--- src/rtl/hall_sensor_decoder.sv ---
// Hall input conditioning for BLDC commutation: synchronizer, glitch filter, sector decode,
// direction detection, commutation-period measurement and stall/fault flags.
module hall_sensor_decoder #(
  parameter int clk_freq_hz          = 54_000_000,
  parameter int filter_cycles        = 54,
  parameter int period_width         = 24,
  parameter int stall_timeout_cycles = 5_400_000
) (
  input  logic                    pclk,
  input  logic                    prst,
  input  logic [2:0]              hall_in,
  input  logic                    fault_clear,
  output logic [2:0]              sector,
  output logic                    sector_valid,
  output logic                    commutation_stb,
  output logic [1:0]              dir,
  output logic [period_width-1:0] period,
  output logic                    period_valid,
  output logic                    stalled,
  output logic                    hall_fault,
  output logic                    step_err
);

  localparam int fcw = (filter_cycles > 1) ? $clog2(filter_cycles) : 1;
  localparam logic [fcw-1:0]          filt_max  = fcw'(filter_cycles - 1);
  localparam logic [period_width-1:0] cnt_max   = '1;
  localparam logic [period_width-1:0] stall_tmo = period_width'(stall_timeout_cycles);

  localparam logic [1:0] dir_unknown = 2'b00;
  localparam logic [1:0] dir_fwd     = 2'b01;
  localparam logic [1:0] dir_rev     = 2'b10;

  if (filter_cycles < 1 || clk_freq_hz < 1 ||
      longint'(stall_timeout_cycles) >= (longint'(1) << period_width)) begin : g_param_check
    $error("hall_sensor_decoder: illegal parameter combination");
  end

  logic [2:0]     sync1, sync2, cand, filt;
  logic [fcw-1:0] fcnt;
  logic           accept;

  always_ff @(posedge pclk) begin
    if (prst) begin
      sync1 <= '0;
      sync2 <= '0;
      cand  <= '0;
      filt  <= '0;
      fcnt  <= '0;
    end else begin
      sync1 <= hall_in;
      sync2 <= sync1;
      if (sync2 != cand) begin
        cand <= sync2;
        fcnt <= '0;
      end else if (fcnt != filt_max) begin
        fcnt <= fcnt + fcw'(1);
      end
      if (accept) filt <= cand;
    end
  end

  // The filter acceptance cycle is also the decode cycle, so outputs land with filt.
  assign accept = (fcnt == filt_max) && (cand != filt);

  function automatic logic is_legal(input logic [2:0] code);
    return (code != 3'b000) && (code != 3'b111);
  endfunction

  function automatic logic [2:0] to_sector(input logic [2:0] code);
    logic [2:0] s;
    s = 3'd0;
    case (code)
      3'b001:  s = 3'd0;
      3'b011:  s = 3'd1;
      3'b010:  s = 3'd2;
      3'b110:  s = 3'd3;
      3'b100:  s = 3'd4;
      3'b101:  s = 3'd5;
      default: s = 3'd0;
    endcase
    return s;
  endfunction

  logic       new_legal, old_legal;
  logic [2:0] new_sec;
  logic [3:0] delta_raw;
  logic [2:0] delta;

  assign new_legal = is_legal(cand);
  assign old_legal = is_legal(filt);
  assign new_sec   = to_sector(cand);
  assign delta_raw = {1'b0, new_sec} + 4'd6 - {1'b0, sector};
  assign delta     = (delta_raw >= 4'd6) ? 3'(delta_raw - 4'd6) : delta_raw[2:0];

  // running: edge counter active (a legal code seen since reset/fault).
  // ref_ok: the last edge is a usable start point for a period measurement.
  logic [period_width-1:0] ecnt, ecnt_nxt, period_nxt;
  logic                    running, running_nxt, ref_ok, ref_ok_nxt;
  logic [2:0]              sector_nxt;
  logic [1:0]              dir_nxt;
  logic                    valid_nxt, stb_nxt, pv_nxt, stalled_nxt, fault_nxt, serr_nxt;

  always_comb begin
    sector_nxt  = sector;
    valid_nxt   = sector_valid;
    stb_nxt     = 1'b0;
    dir_nxt     = dir;
    period_nxt  = period;
    pv_nxt      = period_valid;
    stalled_nxt = stalled;
    fault_nxt   = hall_fault & ~fault_clear;
    serr_nxt    = step_err & ~fault_clear;
    ecnt_nxt    = ecnt;
    running_nxt = running;
    ref_ok_nxt  = ref_ok;

    if (running && ecnt != cnt_max) ecnt_nxt = ecnt + period_width'(1);

    if (running && ecnt == stall_tmo) begin
      stalled_nxt = 1'b1;
      dir_nxt     = dir_unknown;
      pv_nxt      = 1'b0;
      ref_ok_nxt  = 1'b0;
    end

    if (accept) begin
      if (!new_legal) begin
        valid_nxt   = 1'b0;
        fault_nxt   = 1'b1;
        dir_nxt     = dir_unknown;
        pv_nxt      = 1'b0;
        running_nxt = 1'b0;
        ref_ok_nxt  = 1'b0;
        ecnt_nxt    = '0;
      end else begin
        sector_nxt  = new_sec;
        valid_nxt   = 1'b1;
        stb_nxt     = 1'b1;
        stalled_nxt = 1'b0;
        running_nxt = 1'b1;
        ref_ok_nxt  = 1'b1;
        ecnt_nxt    = period_width'(1);
        if (old_legal) begin
          if (delta == 3'd1 || delta == 3'd5) begin
            dir_nxt = (delta == 3'd1) ? dir_fwd : dir_rev;
            if (ref_ok && !stalled) begin
              period_nxt = ecnt;
              pv_nxt     = 1'b1;
            end
          end else begin
            serr_nxt = 1'b1;
            dir_nxt  = dir_unknown;
            pv_nxt   = 1'b0;
          end
        end
      end
    end
  end

  always_ff @(posedge pclk) begin
    if (prst) begin
      sector          <= '0;
      sector_valid    <= 1'b0;
      commutation_stb <= 1'b0;
      dir             <= dir_unknown;
      period          <= '0;
      period_valid    <= 1'b0;
      stalled         <= 1'b1;
      hall_fault      <= 1'b0;
      step_err        <= 1'b0;
      ecnt            <= '0;
      running         <= 1'b0;
      ref_ok          <= 1'b0;
    end else begin
      sector          <= sector_nxt;
      sector_valid    <= valid_nxt;
      commutation_stb <= stb_nxt;
      dir             <= dir_nxt;
      period          <= period_nxt;
      period_valid    <= pv_nxt;
      stalled         <= stalled_nxt;
      hall_fault      <= fault_nxt;
      step_err        <= serr_nxt;
      ecnt            <= ecnt_nxt;
      running         <= running_nxt;
      ref_ok          <= ref_ok_nxt;
    end
  end

endmodule

--- config.mk ---
export PLATFORM = sky130hd
export DESIGN_NAME = hall_sensor_decoder
export DESIGN_NICKNAME = d
export VERILOG_FILES = /design/src/rtl/hall_sensor_decoder.sv
export SDC_FILE = /design/constraint.sdc
export NUM_CORES = 1
export LEC_CHECK = 0
export BUFFER_PORTS_ARGS = -buffer_cell sky130_fd_sc_hd__buf_2
export CORE_MARGIN = 2
export CORE_UTILIZATION = 35
export DETAILED_ROUTE_END_ITERATION = 16
export PLACE_DENSITY = 0.49
export SYNTH_ARGS = -nofsm -noshare
export SYNTH_HDL_FRONTEND = slang
export SYNTH_SLANG_ARGS = --single-unit
--- constraint.sdc ---
create_clock -name pclk -period 5.2 [get_ports pclk]
set_input_delay 0.26 -clock pclk [delete_from_list [all_inputs] [get_ports pclk]]
set_output_delay 0.26 -clock pclk [all_outputs]
set_load 0.01 [all_outputs]
; After elaboration in Yosys (flattened, before gate mapping)
; Cells that the tools add are included.
[totals]
reg_bits = 78
in_bits = 6
output_inout_bits = 35
elab_cells = 86
[op_classes]
n_addsub = 5
order_cmp = 1
eq_ne = 15
mux = 29
bitwise = 4
reduce_logical = 16
[op_table]
columns = op, n
row1 = $mux 24, 2
row2 = $add 24x1->24 const B, 1
row3 = $eq 24x23->1 const B, 1
row4 = $ne 24x24->1 const B, 1
row5 = $mux 1, 19
row6 = $pmux 3 s5, 1
row7 = $eq 3x3->1 const B, 4
row8 = $mux 2, 6
row9 = $add 6x1->6 const B, 1
row10 = $eq 3x2->1 const B, 2
row11 = $eq 6x6->1 const B, 1
row12 = $logic_and 1x1->1, 6
row13 = $ne 3x3->1, 2
row14 = $ne 3x3->1 const B, 2
row15 = $ne 6x6->1 const B, 1
row16 = $reduce_bool 3->1, 2
row17 = $reduce_and 5->1, 1
row18 = $add 3x3->4 const B, 1
row19 = $ge 4x3->1 const B, 1
row20 = $reduce_bool 2->1, 2
row21 = $reduce_or 2->1, 2
row22 = $sub 4x3->4, 1
row23 = $eq 3x1->1 const B, 1
row24 = $mux 3, 1
row25 = other kinds (6), 8

; Logic depth before layout (Yosys ltp)
; Gate-level depths: netlist of the first run.
[depth]
ltp_word = 12
mapped_depth = 14
ltp_nobuf = 12

; Worst setup path before layout of the first run
; OpenSTA, ideal clock, no wires.
[synth_path]
path_kind = reg2reg
startpoint = register cand[1]
endpoint = register period[15]
setup_time_ns = 0.132
t_arrival_ns = 2.924
required_ns = 5.068
setup_slack_ns = 2.144
stages_incl_launch_ff = 15
path_buffers = 2
period_less_slack_ns = 3.056
cell_sequence = dfxtp_1 > clkbuf_1 > nand2b_1 > nand3_1 > o21ai_0 > ha_1 > inv_1 > ha_1 > fa_1 > xor2_1 > mux2i_1 > or4b_1 > clkbuf_1 > o21ai_0 > a21oi_1
[synth_between]
elab_chain_len = 9
elab_cells_between_ends = 20
cone_classes = 3 x add/sub / 1 x order compare / 9 x eq/ne / 2 x mux / 5 x reduce/logical
[synth_lines]
columns = element, line_no
row1 = start: declaration, 38  ; logic [2:0] sync1, sync2, cand, filt;
row2 = start signal: assignment, 53  ; cand <= sync2;
row3 = $eq 3x3->1 / $eq 3x2->1 (equally long branches), 72  ; case (code)
row4 = $pmux 3 s5, 72
row5 = $add 3x3->4, 92  ; assign delta_raw = {1'b0, new_sec} + 4'd6 - {1'b0, sector};
row6 = $sub 4x3->4, 92
row7 = $ge 4x3->1 / $sub 3x3->3 (equally long branches), 93  ; assign delta = (delta_raw >= 4'd6) ? 3'(delta_raw - 4'd6) : delta_raw[2:0];
row8 = $mux 3, 93
row9 = $eq 3x1->1 / $eq 3x3->1 (equally long branches), 144  ; if (delta == 3'd1 || delta == 3'd5) begin
row10 = $logic_or 1x1->1, 144
row11 = $reduce_and 5->1 (no source line) (*), --
row12 = end signal: assignment, 179  ; period <= period_nxt;
row13 = end: declaration, 17  ; output logic [period_width-1:0] period,
; Every way passes the cells marked *; elsewhere a longest branch is shown, timed or not.
; A chain may end at the register's enable or synchronous reset.

; Worst setup path in the final report of the first run
; Same ends and word-level chain as after synthesis.

==> results.txt, run 1 <==
* Final Setup Violations: 0
* Leading cell types by count after synthesis: dfxtp_1 (78), a21oi_1 (41), nand4_1 (35)
* Effective utilization at floorplan: 0.355
* Most frequent cell after synthesis: dfxtp_1
* Leak pwr: 1.46 nW
- Switching pwr: 0.000258 W
- Cell with the largest stage delay on the worst path: or4b_1
- Via count of the first global-routing pass: 2902
- Master cell of the clock root buffer: clkbuf_8
- For the pin with the worst max-slew slack, the measured transition is 1.19 ns.
- For this run, the share of the core covered by cells in the final layout is 0.404.
- Area share of the largest cell type after synthesis: 0.434
- The worst-case IR drop observed on VDD is 0.000141 V.
* Share of flip-flops with an asynchronous set or reset after synthesis: 0
- Post-synthesis compound-gate area fraction: 0.162
- Final wirelength: 8820 um
* Xor/xnor share of the synthesized area: 0.0608
- Unique cell type count in the Yosys netlist: 44
- Endpoint required time on the critical path: 5.39 ns
- Internal: 0.000884 W
- Worst R2R Setup Slack: 1.75 ns
- The initial antenna violation count was 0.
- The floorplan has 37 rows.
- Overall power of the completed layout: 0.00114 W
* Die footprint: between 10000 and 15000 um2
- Of all nets on the critical path, the largest fanout is 24.
* Clock buffer depth: 2
* Antenna-violating nets left: 0
- Of the total synthesized cell area, the portion taken by AND, OR, NAND and NOR gates is 0.253.
- Filler Cell Count: 1037
- The number of antenna diodes in the final layout is 0.
- Adding up every negative setup slack in the final design gives 0 ns.
- Total core area: 10100 um2
- The hold violation total from the final report is 0.
- The worst path needs 3.45 ns of the cycle, external delays included.
- Of the total power, the clock network draws 0.442.
- The first global-routing pass estimated between 10000 and 15000 um of wire.
* Count of flip-flops with a built-in enable after synthesis: 0
* Areal power density over the cells: 279 nW/um2
- Critical Path, Cell by Cell: nand2b_1 > nand3_1 > o21ai_0 > ha_1 > inv_1 > ha_1 > fa_1 > xor2_1 > mux2i_1 > or4b_1 > o21ai_0 > a21oi_1
- Leading register cell type out of synthesis: dfxtp_1
* Worst Setup Path Type: flip-flop to flip-flop
* Clock slew at reported path FFs: 0.08 ns
* Worst-Skew Late Latency: 0.35 ns
- Setup repair after global routing left no endpoint under its margin.
* # DRC: 0
- Maximum number of pins on one net before global-route repair: 49
- Of the total synthesized cell area, the portion taken by full adders, half adders and majority gates is 0.0334.
* Max-Slew Margin vs Limit: 0.203
* Instance count of the mapped netlist: 420
- After clock tree synthesis, the repair step resized 0 gates.
- Layout overhead on the synthesized area: 13.7%
- The share of total power dissipated in combinational logic is 0.028.
- Arrival time reported for the critical path endpoint: between 3 and 4 ns
- On the final layout, the worst hold slack is 0.118 ns.
- After legalization and detailed placement, the total HPWL measured 5820 um.
- GPL Wtd Cong: 0.811
* Post-CTS setup buffer count: 0
- dfxtp_1 takes more of the synthesized area than any other cell.
* Fmax achieved: 0.289 GHz
* Count of TritonRoute iterations in the first routing pass: 4
- The final-report max-slew violation count is 0.
* Proportion of layout cells with a drive suffix above 1: 0.143
* Mean cell area of the mapped netlist: around 8.6 um2
- Net switching fraction of the power: 0.226
* Family of cells with the greatest summed delay on the critical path: simple AND/OR/NAND/NOR gates
- Total of hold buffers inserted after clock tree synthesis: 0
* Inserted Clock Buffers: 9
* Cell types occupying the most area after synthesis: dfxtp_1 (43%), nand4_1 (6.1%), a21oi_1 (5.7%)
* NumNets Final: approximately 460
- The final route contains 3048 vias.
- Worst Setup End Kind: flip-flop
- Clock tree sinks: 78
* Gr usage total: 0.167
- Number of register bits inferred by synthesis: 78
- After synthesis, the largest family of logic cells by area is simple AND/OR/NAND/NOR gates.
- TritonCTS built the clock tree.
- Sequential power share: 0.530
- The number of buffers and inverters on the critical path is 1.
* Number of warning messages in the yosys log: 0
* Global route total overflow: 0
* Synthesized netlist net count: approximately 440
- Longest individual stage delay on the worst path: 0.87 ns
- Final critical-path share of the clock period: 0.664
- Area of the mapped netlist: 3600 um2
- The worst setup path is launched from a flip-flop.
- Clock H-tree levels: 3
* Sequential element share of the synthesized area: 0.434
* Initial detailed-routing violation count: 90
* Top-level port count: 41
- HP Class: input port to flip-flop
- The flow ran to the end, and the final reports show no timing, DRC or antenna violations.
- Die boundary height: 105 um
* I/O Buffers: 40
- The tool flagged a number of max-cap violations equal to 0.
- The portion of synthesized area spent on multiplexers is 0.00834.
* Chip width: between 100 and 150 um
* Routed vias/inst: approximately 5.2
- For the final database, setup skew stands at roughly 0.0086 ns.
- Average detailed-routed wire length per instance: 15.1 um
==> layout make-up <==
cell class | count | area (um2) | share of cell area
flip-flops and latches | 78 | 1560 | 0.382
repair buffers | 43 | 223 | 0.0544
clock buffers | 9 | 124 | 0.0303
well taps | 136 | 170 | 0.0416
clock inverters | 7 | 98.8 | 0.0242
inverters | 12 | 45.0 | 0.0110
multi-input cells | 298 | 1870 | 0.457
==> logic make-up after synthesis <==
| family | Yosys count |
|---|---|
| DFF | 78 |
| muxes | 3 |
| xor gates and xnor gates | 25 |
| and+or+nand+nor | 161 |
| buffers and inverters | 44 |
| adders and majority gates | 9 |
| AOI/OAI and AO/OA | 100 |
==> worst paths after layout <==
kind / from / endpoint / cells past startpoint
min reg2reg: sync1[2] / sync2[2] / 1
max: cand[1] / period[15] / 12
min: hall_in[0] / sync1[0] / 2
max reg2reg: cand[1] / period[15] / 12
==> metrics by stage <==
stage / instances / area (um2) / worst slack (ns)
finish: 583 / 4090 / 1.75
global route: 583 / 4090 / 1.31
CTS: 583 / 4090 / 1.76
detailed placement: 567 / 3870 / 1.77
global placement: 567 / 3870 / 1.84
floorplan: 420 / 3600 / 2.14
==> power groups by stage <==
| stage | Sequential [W] | Combinational, W | Clock [W] |
|---|---|---|---|
| 2_1_floorplan | 0.000617 | 0.0000244 | 0 |
| 6_report | 0.000605 | 0.0000318 | 0.000505 |
| 4_1_cts | 0.000605 | 0.0000321 | 0.000523 |
| 5_1_grt | 0.000606 | 0.0000361 | 0.000547 |
| 3_3_place_gp | 0.000619 | 0.0000320 | 0 |
| 3_5_place_dp | 0.000619 | 0.0000319 | 0 |
==> cells in the final DEF, fill, tap and decap left out, types with 3 or more instances in the layout <==
master,n
dfxtp_1,78
a21oi_1,41
buf_2,40
nand4_1,35
o21ai_0,29
nor2_1,26
nand2_1,25
xnor2_1,19
nand3_1,16
nor2b_1,14
inv_1,12
clkbuf_8,9
a211oi_1,8
or3_1,8
ha_1,8
and4_1,7
o211ai_1,6
xor2_1,6
and3_1,5
o21ai_1,5
or4_1,5
nand2b_1,4
nor4_1,3
nor3_1,3
mux2i_1,3
clkinv_4,3
buf_4,3
==> metal layers <==
layer / wire (um) / GRT usage / share of wire / up-vias
met3: 393 / 0.0346 / 0.045 / 14
met2: 3550 / 0.243 / 0.40 / 64
met4: 158 / 0.0552 / 0.018 / 0
met1: 4720 / 0.245 / 0.54 / 1404
li1: - / - / - / 1566
met5: 0 / 0 / 0 / -
==> flip-flops by register name, indices dropped and copies added (netlist names), 2 cells and up <==
signal,count
cand,3
dir,2
ecnt,24
fcnt,6
filt,3
period,24
sector,3
sync1,3
sync2,3
(Power assumes the default switching activity.)
==> run 2: changes to the inputs <==
clock period = 3.5 ns   (was 5.2 ns; I/O delays follow)
==> results.txt, run 2 (same netlist as run 1, synthesis figures left out) <==
- After detailed routing, the met3 layer carries 395 um of wire.
- Effective utilization at floorplan: 0.355
- I/O Buffers: 40
- Worst Setup Path Type: flip-flop to flip-flop
- For this run, the post-layout net count is 463.
- Post_cts resized: 0
* Clock slew at reported path FFs: 0.08 ns
* Arrival time reported for the critical path endpoint: between 3 and 4 ns
- For the worst flop-to-flop path, the logic depth is 13.
* Fmax achieved: roughly 0.32 GHz
* Via count of the first global-routing pass: 2868
* GPL Wtd Cong: 0.812
* Final hold violations: 0
- Origin of the critical flop-to-flop path: cand[1]
- The largest registers in the layout are ecnt: 24 flops, period: 24 flops, fcnt: 6 flops.
* Clock period minus worst slack: 3.14 ns
* Leak pwr: 1.49 nW
* Number of antenna cells inserted: 0
- Using the TritonRoute via totals, the vias-per-cell ratio works out to 5.19.
* Clock buffer depth: 2
- The final layout contains routed wiring with a total length of 8840 um.
* Worst R2R Setup Slack: approximately 0.36 ns
* Run status: complete, no violations
- Setup violations remaining at the end of the flow were counted as 0.
* Endpoint required time on the critical path: 3.72 ns
- Clock tree sinks: 78
- Maximum number of pins on one net before global-route repair: 48
- Topmost layer with routed signal wires: met4
- Post-route setup slack: 0.359 ns
- Critical register-to-register path endpoint: period[5]
- The tree is rooted in a clkbuf_8.
- Of all nets on the critical path, the largest fanout is 14.
* Crit. Startpoint: cand[1]
- Top-level port count: just over 40
- Clock H-tree levels: 3
- Count of TritonRoute iterations in the first routing pass: 4
- Prior to clock tree synthesis, the placed netlist has a worst setup slack of 0.377 ns.
- The first global-routing pass estimated 14800 um of wire.
- Met2 routed wirelength: 3640 um
- For the pin with the worst max-slew slack, the measured transition is 0.620 ns.
* Max-cap violations: 0
* Most frequent standard cell in the layout excluding fill and tap cells: dfxtp_1
- STA classifies the critical path startpoint as a flip-flop.
- Total core area: 10100 um2
- Die footprint: 11100 um2
* Worst Setup End Kind: flip-flop
- Gr usage total: 0.168
* Hpwl dp: 6100 um
- The initial antenna violation count is 0.
- For this block, the via count after detailed routing is 3057.
- Die boundary height: 105 um
- RSZ-0062 raised after global routing: false
- Critical path endpoint: period[5]
* Cell Count Post-Placement: 573
* HP Class: input port to flip-flop
- In the final layout, the share of cells above drive strength 1 is 0.155.
* Final critical-path share of the clock period: 0.897
- Across the VDD grid, the largest voltage drop is 0.000175 V.
- The number of clock buffers added by TritonCTS is 9.
- The detail route stage leaves a number of antenna-violating nets equal to 0.
- After floorplanning, the core was divided into 37 placement rows.
- Worst-Skew Late Latency: roughly 0.35 ns
- TritonCTS built the clock tree.
* Overall power of the completed layout: 0.00170 W
- Across the routed clock network, the largest skew measured is 0.00857 ns.
- Post-CTS setup buffer count: 0
* # DRC: 0
* Final Instance Count excl. Fillers: 589
- The library cells used most frequently in the layout, excluding fill and tap cells, are dfxtp_1 (78), a21oi_1 (41), buf_2 (40).
- Chip width: ~110 um
- Global route total overflow: 0
- Initial detailed-routing violation count: 99
* Areal power density over the cells: 412 nW/um2
- Average detailed-routed wire length per instance: ~15 um
- In the final routing, the length of wire on met1 measures 4630 um.
- Measured against its own limit, the worst slew margin works out to 0.585.
- Worst hold margin: 0.0334 ns
- Layout overhead on the synthesized area: 14.9%
- The final-report max-slew violation count came to 0.
- For the final routed database, the setup TNS stands at 0 ns.
- Total of hold buffers inserted after clock tree synthesis: 0
==> run 2: metrics by stage <==
step                       util  area (um2)
after floorplan               -        3600
after global placement    0.386        3910
after detailed placement  0.386        3910
after CTS                 0.408        4140
after global routing      0.408        4140
final                     0.408        4140
==> run 2: worst max-delay path, cell delays in order, from the launching register on <==
cell and delay [ns]:
dfxtp_1 0.48, nand2b_1 0.19, nand3_1 0.08, o21ai_0 0.13, ha_1 0.19, inv_1 0.04, ha_1 0.18, fa_1 0.37
xor2_1 0.24, mux2i_1 0.15, or4b_1 0.51, buf_4 0.21, o21ai_0 0.15, a21oi_1 0.09
==> run 2: worst min-delay path by stage <==
stage,from,end,slack (ns),depth (start not counted)
after floorplan,hall_in[0],sync1[0],0.30,1
after global placement,hall_in[2],sync1[2],0.38,2
after detailed placement,hall_in[2],sync1[2],0.39,2
after CTS,hall_in[2],sync1[2],0.02,2
after global routing,hall_in[2],sync1[2],0.05,2
final,hall_in[2],sync1[2],0.03,2
==> run 2: report_power, final <==
group          internal [W]  switching, W  total (W)
clock              0.000418      0.000338   0.000756
sequential         0.000893    0.00000551   0.000898
combinational     0.0000171     0.0000307  0.0000479
total               0.00133      0.000374    0.00170
==> run 2: layout make-up <==
class | count | area (um2)
clock buffers | 10 | 138
multi-input cells | 298 | 1870
clock inverters | 6 | 85.1
repair buffers | 49 | 268
fillers | 1044 | 6000
well taps | 136 | 170
inverters | 12 | 45.0
flip-flops and latches | 78 | 1560
==> run 2: layer usage <==
layer,GRT usage,vias up
met3,0.0260,13
met2,0.241,66
li1,-,1573
met5,0,-
met1,0.245,1405
met4,0.0781,0
